<file path="src/rtl/alu_pipe_flags_if.sv">
// alu_pipe_flags_if: request/response bundle between operand fetch, the ALU and writeback.
interface alu_pipe_flags_if #(parameter int WIDTH = 32);
  logic in_valid, in_ready, s, mul, flags_ld, out_valid, out_ready, result_we;
  logic [3:0] op, flags_in, flags;
  logic [WIDTH-1:0] a, b, result;
  modport master(output in_valid, op, s, a, b, mul, flags_ld, flags_in, out_ready,
                 input in_ready, out_valid, result, result_we, flags);
  modport slave(input in_valid, op, s, a, b, mul, flags_ld, flags_in, out_ready,
                output in_ready, out_valid, result, result_we, flags);
endinterface

</file>
<file path="src/rtl/alu_pipe_flags.sv">
// alu_pipe_flags: registered ARM data-processing ALU with NZCV register and valid/ready handshakes.
// Define ALU_MUL_EN to build the iterative shift-add multiplier.
module alu_pipe_flags #(parameter int WIDTH = 32) (
  input logic clk,
  input logic rst_n,
  alu_pipe_flags_if.slave io
);
  logic [WIDTH-1:0] result_q, result_d, x, y, yv, r, prod_fin;
  logic [WIDTH:0] sum;
  logic [3:0] flags_q, flags_d, nf;
  logic out_valid_q, out_valid_d, we_q, we_d;
  logic arith, sub, swap, cin, cmp, slot_free, accept, mul_go, done, mul_s;
  assign slot_free = !out_valid_q || io.out_ready;
  assign accept = io.in_valid && io.in_ready;
`ifdef ALU_MUL_EN
  localparam int CNT_W = $clog2(WIDTH) + 1;
  typedef enum logic {IDLE, MUL_BUSY} state_t;
  state_t state_q, state_d;
  logic [CNT_W-1:0] cnt_q, cnt_d;
  logic [WIDTH-1:0] mcand_q, mcand_d, mplier_q, mplier_d, prod_q, prod_d;
  logic ms_q, ms_d, last;
  assign io.in_ready = state_q == IDLE && slot_free;
  assign mul_go = io.mul;
  assign mul_s = ms_q;
  assign last = cnt_q == CNT_W'(WIDTH - 1);
  assign prod_fin = prod_q + (mplier_q[0] ? mcand_q : '0);
  // The last partial product is folded in on the completion edge, so a stalled slot just holds here.
  assign done = state_q == MUL_BUSY && last && slot_free;
  always_comb begin
    state_d = state_q;
    cnt_d = cnt_q;
    mcand_d = mcand_q;
    mplier_d = mplier_q;
    prod_d = prod_q;
    ms_d = ms_q;
    if (accept && io.mul) begin
      state_d = MUL_BUSY;
      cnt_d = '0;
      mcand_d = io.a;
      mplier_d = io.b;
      prod_d = '0;
      ms_d = io.s;
    end else if (state_q == MUL_BUSY && !last) begin
      cnt_d = cnt_q + 1'b1;
      prod_d = prod_fin;
      mcand_d = mcand_q << 1;
      mplier_d = mplier_q >> 1;
    end else if (done) begin
      state_d = IDLE;
    end
  end
  always_ff @(posedge clk or negedge rst_n) begin
    if (!rst_n) begin
      state_q <= IDLE;
      cnt_q <= '0;
      mcand_q <= '0;
      mplier_q <= '0;
      prod_q <= '0;
      ms_q <= 1'b0;
    end else begin
      state_q <= state_d;
      cnt_q <= cnt_d;
      mcand_q <= mcand_d;
      mplier_q <= mplier_d;
      prod_q <= prod_d;
      ms_q <= ms_d;
    end
  end
`else
  assign io.in_ready = slot_free;
  assign mul_go = 1'b0;
  assign mul_s = 1'b0;
  assign done = 1'b0;
  assign prod_fin = '0;
`endif
  always_comb begin
    swap = io.op == 4'h3 || io.op == 4'h7;
    sub = io.op inside {4'h2, 4'h3, 4'h6, 4'h7, 4'hA};
    arith = sub || io.op inside {4'h4, 4'h5, 4'hB};
    cin = io.op inside {4'h5, 4'h6, 4'h7} ? flags_q[1] : sub;
    x = swap ? io.b : io.a;
    y = swap ? io.a : io.b;
    yv = sub ? ~y : y;
    // Subtraction as x + ~y + cin, so the carry-out is directly NOT borrow.
    sum = {1'b0, x} + {1'b0, yv} + (WIDTH+1)'(cin);
    case (io.op)
      4'h0, 4'h8: r = io.a & io.b;
      4'h1, 4'h9: r = io.a ^ io.b;
      4'hC: r = io.a | io.b;
      4'hD: r = io.b;
      4'hE: r = io.a & ~io.b;
      4'hF: r = ~io.b;
      default: r = sum[WIDTH-1:0];
    endcase
    cmp = io.op[3:2] == 2'b10;
    nf = {r[WIDTH-1], r == '0, arith ? sum[WIDTH] : flags_q[1],
          arith ? (x[WIDTH-1] == yv[WIDTH-1]) && (r[WIDTH-1] != x[WIDTH-1]) : flags_q[0]};
    out_valid_d = out_valid_q && !io.out_ready;
    result_d = result_q;
    we_d = we_q;
    flags_d = io.flags_ld ? io.flags_in : flags_q;
    if (accept && !mul_go) begin
      out_valid_d = 1'b1;
      result_d = r;
      we_d = !cmp;
      if (io.s || cmp) flags_d = nf;
    end
    if (done) begin
      out_valid_d = 1'b1;
      result_d = prod_fin;
      we_d = 1'b1;
      if (mul_s) flags_d = {prod_fin[WIDTH-1], prod_fin == '0, flags_q[1:0]};
    end
  end
  always_ff @(posedge clk or negedge rst_n) begin
    if (!rst_n) begin
      out_valid_q <= 1'b0;
      result_q <= '0;
      we_q <= 1'b0;
      flags_q <= 4'b0000;
    end else begin
      out_valid_q <= out_valid_d;
      result_q <= result_d;
      we_q <= we_d;
      flags_q <= flags_d;
    end
  end
  assign io.out_valid = out_valid_q;
  assign io.result = result_q;
  assign io.result_we = we_q;
  assign io.flags = flags_q;
endmodule

</file>
<file path="src/flat_wrapper.sv">
// flat-port wrapper written by rule: the top's interface ports become plain ports
module alu_pipe_flags_flat 
#(parameter int WIDTH = 32)
  (clk, rst_n, io_in_valid, io_op, io_s, io_a, io_b, io_mul, io_flags_ld, io_flags_in, io_out_ready, io_in_ready, io_out_valid, io_result, io_result_we, io_flags);
  alu_pipe_flags_if #(.WIDTH(WIDTH)) io_i ();
  input logic clk;
  input logic rst_n;
  input wire logic [$bits(io_i.in_valid)-1:0] io_in_valid;
  input wire logic [$bits(io_i.op)-1:0] io_op;
  input wire logic [$bits(io_i.s)-1:0] io_s;
  input wire logic [$bits(io_i.a)-1:0] io_a;
  input wire logic [$bits(io_i.b)-1:0] io_b;
  input wire logic [$bits(io_i.mul)-1:0] io_mul;
  input wire logic [$bits(io_i.flags_ld)-1:0] io_flags_ld;
  input wire logic [$bits(io_i.flags_in)-1:0] io_flags_in;
  input wire logic [$bits(io_i.out_ready)-1:0] io_out_ready;
  output wire logic [$bits(io_i.in_ready)-1:0] io_in_ready;
  output wire logic [$bits(io_i.out_valid)-1:0] io_out_valid;
  output wire logic [$bits(io_i.result)-1:0] io_result;
  output wire logic [$bits(io_i.result_we)-1:0] io_result_we;
  output wire logic [$bits(io_i.flags)-1:0] io_flags;
  assign io_i.in_valid = io_in_valid;
  assign io_i.op = io_op;
  assign io_i.s = io_s;
  assign io_i.a = io_a;
  assign io_i.b = io_b;
  assign io_i.mul = io_mul;
  assign io_i.flags_ld = io_flags_ld;
  assign io_i.flags_in = io_flags_in;
  assign io_i.out_ready = io_out_ready;
  assign io_in_ready = io_i.in_ready;
  assign io_out_valid = io_i.out_valid;
  assign io_result = io_i.result;
  assign io_result_we = io_i.result_we;
  assign io_flags = io_i.flags;
  alu_pipe_flags #(.WIDTH(WIDTH)) u_core (.clk(clk), .rst_n(rst_n), .io(io_i));
endmodule
</file>
<file path="config.mk">
export PLATFORM = sky130hd
export DESIGN_NAME = alu_pipe_flags_flat
export DESIGN_NICKNAME = d
export VERILOG_FILES = /design/src/rtl/alu_pipe_flags_if.sv /design/src/rtl/alu_pipe_flags.sv /design/src/flat_wrapper.sv
export SDC_FILE = /design/constraint.sdc
export NUM_CORES = 1
export LEC_CHECK = 0
export CORE_ASPECT_RATIO = 0.8
export CORE_MARGIN = 10
export CORE_UTILIZATION = 41
export DETAILED_ROUTE_END_ITERATION = 16
export PLACE_DENSITY_LB_ADDON = 0.08
export SLEW_MARGIN = 20
export SYNTH_ARGS = -nofsm -noshare
export SYNTH_HDL_FRONTEND = slang
export SYNTH_SLANG_ARGS = --single-unit
</file>
<file path="constraint.sdc">
create_clock -name clk -period 7.29 [get_ports clk]
set_input_delay 1.8225 -clock clk [delete_from_list [all_inputs] [get_ports clk]]
set_output_delay 1.8225 -clock clk [all_outputs]
set_load 0.005 [all_outputs]
</file>
==> impl_metrics.tcl, run 1 <==
set metrics [dict create \
    core_area_um2 16400 \
    drc 0 \
    grt_pass1_wl_um 38800 \
    switching_share_pct 41.4 \
    synthMuxAreaShare_pct 3.89 \
    cp_slowest_cell "a311oi_1" \
    antenna_found_initial 0 \
    numPlacedInstances 1284 \
    grt_pass1_vias 7034 \
    syn_area_per_cell_um2 6.82 \
    yosysTopAreaCell "dfrtp_1" \
    htreeDepth 2 \
    fp.dieArea_um2 22200 \
    synth_area_leaders "dfrtp_1, ha_1, o21ai_0" \
    initial_utilization_pct 41.5 \
    std_cell_rows 42 \
    path_max_fanout 21 \
    synth_xor_area_share_pct 10.0 \
    synth_compound_area_share_pct 31.1 \
    yosysTopAreaCellShare_pct 13.9 \
    cts_buffers 5 \
    synth_top_family_by_area "compound AO/OA/AOI/OAI gates" \
    wl_um 24700 \
    cap_violations 0 \
    setup_viol_count_final 0 \
    fin_crit_ps 6430 \
    syn_area_um2 6820 \
    p_seq_share_pct 20.0 \
    cts_tree "done" \
    setup_tns_ps 0 \
    synth_common_cells "o21ai_0, nand2_1, a21oi_1, inv_1, nor2_1" \
    dp_hpwl_um 19200 \
    p_leak_nw 3.59 \
    p_switching_uw 622 \
    vias 7555 \
    drv_slew 0 \
    vias_per_cell 5.85 \
    postPlaceCellArea_um2 8120 \
    yosys.area_share.simple_pct 20.3 \
    port_buffers 116 \
    cts_resized 0 \
    grt_max_degree 103 \
    clk_latency_ps 280 \
    path_clk_slew_ps 60 \
    arrival_ps 6590 \
    vdd_ir_drop_max_uv 94.1 \
    root_buffer "clkbuf_16" \
    fill_cells 1709 \
    cellPowerDensity_nw_per_um2 181 \
    hold_slack_ps 472 \
    area_delta_synth_final_pct 22.0 \
    top_level_ports 118 \
    synth.most_common_cell "o21ai_0" \
    synth_edf_count 0 \
    synthDistinctLibCells 69 \
    cp.required_ps 7450 \
    cts_post_setup_buffers_inserted 0 \
    start_kind "input pin" \
    path_cells "clkdlybuf4s50_1, buf_4, a21oi_1, o21a_1, a31oi_1, fa_1, inv_1, fa_1, a211oi_1, o21ai_1, nand4_1, nand4_1, a311oi_1, o21ai_0, o211a_1, a2111oi_2, o22ai_1, o2bb2ai_1" \
    die_w_um 164 \
    drtIter0Drc 755 \
    yosys_warnings 0 \
    drive_gt1_share_pct 5.78 \
    syn_nets 1144 \
    cts_hold_buf 0 \
    die_h_um 135 \
    fin_crit_sh_pct 88.2 \
    fin_util_pct 50.6 \
    grt_util_all_layers_pct 21.5 \
    gp_congestion 0.949 \
    wl_per_cell_um 19.1 \
    yosysSeqAreaShare_pct 13.9 \
    drt-pass1-iter-count 5 \
    clock_skew_ps 3.99 \
    synth-main-ff-cell "dfrtp_1" \
    endpoint_kind "register" \
    synthAdderAreaFrac_pct 12.1 \
    hold_path_class "reg -> reg" \
    combPwrFrac_pct 60.8 \
    slew_headroom_pct 27.9 \
    clock.fmax_mhz 155 \
    crit_type "in -> reg" \
    cts.sinks 38 \
    clock_path_buffers 2 \
    grt-ovfl-total 0 \
    final_nets 1215 \
    fin_cells 1292 \
    worst_pin_slew_ps 1070 \
    async_reset_ff_share_pct 100 \
    fin_area_um2 8320 \
    status "finished, final reports clean" \
    diodes 0 \
    internal-power_uw 880 \
    synthCells 1000 \
    hold_viol_final 0 \
    final_antenna_net_count 0 \
    rsz0062_at_grt "false" \
    p_clk_share_pct 19.1 \
    timing.critical_path.slowest_cell_delay_ps 540 \
    ys_ff_latch 38 \
]
sequential cells by signal (all words and copies together), names as in the netlist:
name	flops
u_core.io.result_we	1
u_core.io.out_valid	1
u_core.io.flags	4
u_core.io.result	32
layout by cell type (no fill, tap or decap), types with 4 or more instances in the layout:
cell	instances
o2111ai_1	5
nand4_1	18
a31oi_1	14
a221oi_1	6
o21bai_1	5
nand3b_1	5
xnor2_1	37
o21ai_1	8
ha_1	63
mux2_2	20
o21ai_0	131
o221ai_1	5
a21oi_1	79
nor2_1	76
nand3_1	20
a211oi_1	12
nand2b_1	8
o21a_1	8
xor2_1	41
inv_1	76
dfrtp_1	38
clkdlybuf4s50_1	114
nand2_1	125
nor3_1	8
mux2i_1	4
a21o_1	9
nor2b_1	8
o22ai_1	11
a32oi_1	10
nor4_1	5
clkbuf_16	5
buf_4	19
a2111oi_0	4
and3_1	6
stage by stage:
step                power (mW)  worst slack [ps]
global placement          1.20               756
detailed placement        1.20               710
finish                    1.50               858
floorplan                0.835               935
CTS                       1.49               979
global route              1.61               631
routing by layer:
| layer | up-vias | global-route usage [%] | wire [um] |
|---|---|---|---|
| met3 | 14 | 3.77 | 2090 |
| met5 | - | 0 | 0 |
| met4 | 0 | 3.47 | 184 |
| li1 | 3713 | - | - |
| met1 | 3535 | 31.5 | 12200 |
| met2 | 293 | 32.6 | 10300 |
final cells by class:
class                           count  area [um2]  area share [%]
Sequential cell                    38         951            11.4
Multi-Input combinational cell    814        5300            63.7
Clock buffer                        6         139            1.67
Inverter                           76         285            3.43
Tap cell                          220         275            3.31
Timing Repair Buffer              136        1310            15.8
Clock inverter                      2        60.1           0.722
kinds of logic after synthesis:
logic type                 Yosys count
buffers and inverters              148
muxes                               24
DFF                                 38
xor gates and xnor gates            78
and+or+nand+nor                    302
adders and majority gates           65
AOI/OAI and AO/OA                  345
worst paths after layout:
path,from,to,slack [ps],cells past startpoint
worst max-delay path,io_op[0],u_core.io.flags[1]$_DFFE_PN0P_,860,18
worst min-delay path,u_core.io.result[29]$_DFFE_PN0P_,u_core.io.result[29]$_DFFE_PN0P_,470,1
worst max register to register,u_core.io.flags[1]$_DFFE_PN0P_,u_core.io.flags[1]$_DFFE_PN0P_,2710,16
worst min register to register,u_core.io.result[29]$_DFFE_PN0P_,u_core.io.result[29]$_DFFE_PN0P_,470,1
max in group asynchronous,rst_n,u_core.io.result[26]$_DFFE_PN0P_,5130,1
min in group asynchronous,rst_n,u_core.io.result[0]$_DFFE_PN0P_,1640,1
power groups by stage:
stage	Combinational, mW	Clock [mW]	Sequential, mW
6_report	0.914	0.287	0.301
5_1_grt	1.01	0.299	0.308
4_1_cts	0.902	0.291	0.302
3_5_place_dp	0.897	0	0.305
3_3_place_gp	0.893	0	0.303
2_1_floorplan	0.529	0	0.306
critical path: cells and delay by family:
kind                       cells  cell delay (ps)
and+or+nand+nor                2              360
adders and majority gates      2              720
buffers and inverters          3              860
AOI/OAI and AO/OA             11             2820
Power figures use the tool's default switching activity.
==> run 2: changes to the inputs <==
- clock period: 7.29 -> 5.9 ns (I/O delays scaled with it)
==> run 2 against run 1 <==
Against the previous run:
- power rose by 28%
- sequential share of layout area fell by 0.82 points
- register-to-register slack got worse by 1000 ps
- largest cell class unchanged
==> impl_metrics.tcl, run 2 (synthesized netlist as in run 1, its figures left out) <==
set metrics [dict create \
    layout_commonest_cell "o21ai_0" \
    gp_congestion 1.00 \
    fin_util_pct 54.5 \
    fin_area_um2 8960 \
    clock_path_buffers 2 \
    r2r_cells 18 \
    vias 7844 \
    dp_hpwl_um 20500 \
    area_delta_synth_final_pct 31.4 \
    r2r-end "u_core.io.flags[2]$_DFF_PN0_" \
    grt_pass1_wl_um 40200 \
    crit_path_start "io_op[3]" \
    clk_latency_ps 280 \
    drc 0 \
    fin_cells 1378 \
    largest_register_ffs 32 \
    grt-ovfl-total 0 \
    cts_post_setup_buffers_inserted 0 \
    cellPowerDensity_nw_per_um2 215 \
    hold_slack_ps 473 \
    final_nets 1301 \
    wl_um 25700 \
    cts_tree "done" \
    final_antenna_net_count 0 \
    hold_path_class "reg -> reg" \
    port_buffers 116 \
    cp.required_ps 6110 \
    fin_crit_ps 5580 \
    setup_tns_ps 0 \
    setup_viol_count_final 0 \
    grt_pass1_vias 7188 \
    slew_headroom_pct 43.8 \
    fin_ws_ps 324 \
    arrival_ps 5790 \
    root_buffer "clkbuf_16" \
    p_switching_uw 800 \
    core_area_um2 16400 \
    worst_pin_slew_ps 842 \
    internal-power_mw 1.13 \
    cap_violations 0 \
    cts.sinks 38 \
    p_clk_share_pct 13.9 \
    clock_skew_ps 3.41 \
    multiInputGateArea_um2 5310 \
    start_kind "input pin" \
    grt_max_degree 60 \
    p_seq_share_pct 19.3 \
    fin_crit_sh_pct 94.5 \
    clock.fmax_mhz 179 \
    fp.dieArea_um2 22200 \
    vdd_ir_drop_max_uv 122 \
    r2r-start "u_core.io.flags[1]$_DFFE_PN0P_" \
    cts_hold_buf 0 \
    postPlaceCellArea_um2 8800 \
    power.total_mw 1.93 \
    vias_per_cell 5.69 \
    diodes 0 \
    status "finished, final reports clean" \
    path_max_fanout 41 \
    grt_util_all_layers_pct 22.3 \
    top_level_ports 118 \
    switching_share_pct 41.5 \
    drtIter0Drc 760 \
    drt-pass1-iter-count 6 \
    endpoint_kind "register" \
    final_cell_mix "o21ai_0, nand2_1, clkdlybuf4s50_1" \
    wl_per_cell_um 18.7 \
    std_cell_rows 42 \
    min_from "u_core.io.result[4]$_DFFE_PN0P_" \
    cts_resized 0 \
    die_w_um 164 \
    initial_utilization_pct 41.5 \
    cts_buffers 5 \
    drive_gt1_share_pct 13.0 \
    die_h_um 135 \
    fill_cells 1639 \
    ff2ff_setup_slack_ps 1700 \
    p_leak_nw 3.99 \
    hold_viol_final 0 \
    crit_end "u_core.io.flags[2]$_DFF_PN0_" \
    place_ws_ps -9.80 \
    path_clk_slew_ps 60 \
    htreeDepth 2 \
    seq_area_um2 951 \
    antenna_found_initial 0 \
    numPlacedInstances 1369 \
    rsz0062_at_grt "false" \
    combPwrFrac_pct 66.9 \
    crit_type "in -> reg" \
    drv_slew 0 \
]
==> run 2: cell types whose count changed in the layout (fill, tap and decap cells not counted), sizes merged <==
cell      previous run  this run
bufinv               2         0
clkinvlp             0         1
clkinv               0         1
buf                 22       108
==> run 2: routing by layer <==
layer	vias to the layer above	routed length [um]	share of wire [%]	GRT usage (%)
met4	0	316	1.2	4.51
met2	286	10500	41	32.9
li1	3893	-	-	-
met1	3642	13100	51	34.5
met3	23	1800	7.0	1.64
met5	-	0	0	0
==> run 2: worst min path at each step <==
stage | to | slack (ps) | depth (start not counted)
3_3_place_gp | u_core.io.result[18]$_DFFE_PN0P_ | 460 | 2
5_1_grt | u_core.io.result[12]$_DFFE_PN0P_ | 500 | 2
4_1_cts | u_core.io.result[29]$_DFFE_PN0P_ | 480 | 1
2_1_floorplan | u_core.io.result[12]$_DFFE_PN0P_ | 470 | 2
6_report | u_core.io.result[4]$_DFFE_PN0P_ | 470 | 2
3_5_place_dp | u_core.io.result[29]$_DFFE_PN0P_ | 470 | 1
==> run 2: power by group through the flow <==
stage,clock network (mW),registers [mW],logic [mW]
after global routing,0.282,0.380,1.41
after detailed placement,0,0.376,1.26
after CTS,0.274,0.372,1.27
after floorplan,0,0.378,0.654
after global placement,0,0.373,1.26
final,0.267,0.371,1.29
==> run 2: area by class of cell <==
class / instances / share of cell area, %
clock buffer: 6 / 1.55
clock inverter: 2 / 0.140
multi-input combinational: 814 / 59.2
sequential: 38 / 10.6
inverter: 76 / 3.18
tap: 220 / 3.07
timing repair buffer: 222 / 22.2
==> run 2: worst max-delay path: stages <==
cell and delay (ps):
clkdlybuf4s50_1 530, nand3b_1 210, buf_4 220, buf_12 200
nor2_1 60, a21oi_1 140, xor2_1 90, ha_1 410
nand2_1 70, o21ai_0 290, mux2i_1 130, a211oi_1 350
o311ai_1 260, nor4_1 410, buf_4 180, nand4b_1 100
nor4_1 360, nand4_1 140, o21ai_1 130
==> run 3: changes to the inputs <==
- CTS_CLUSTER_SIZE: unset -> 40
==> results of run 3 <==
No change in the layout: final DEF, timing and power equal those of run 2.
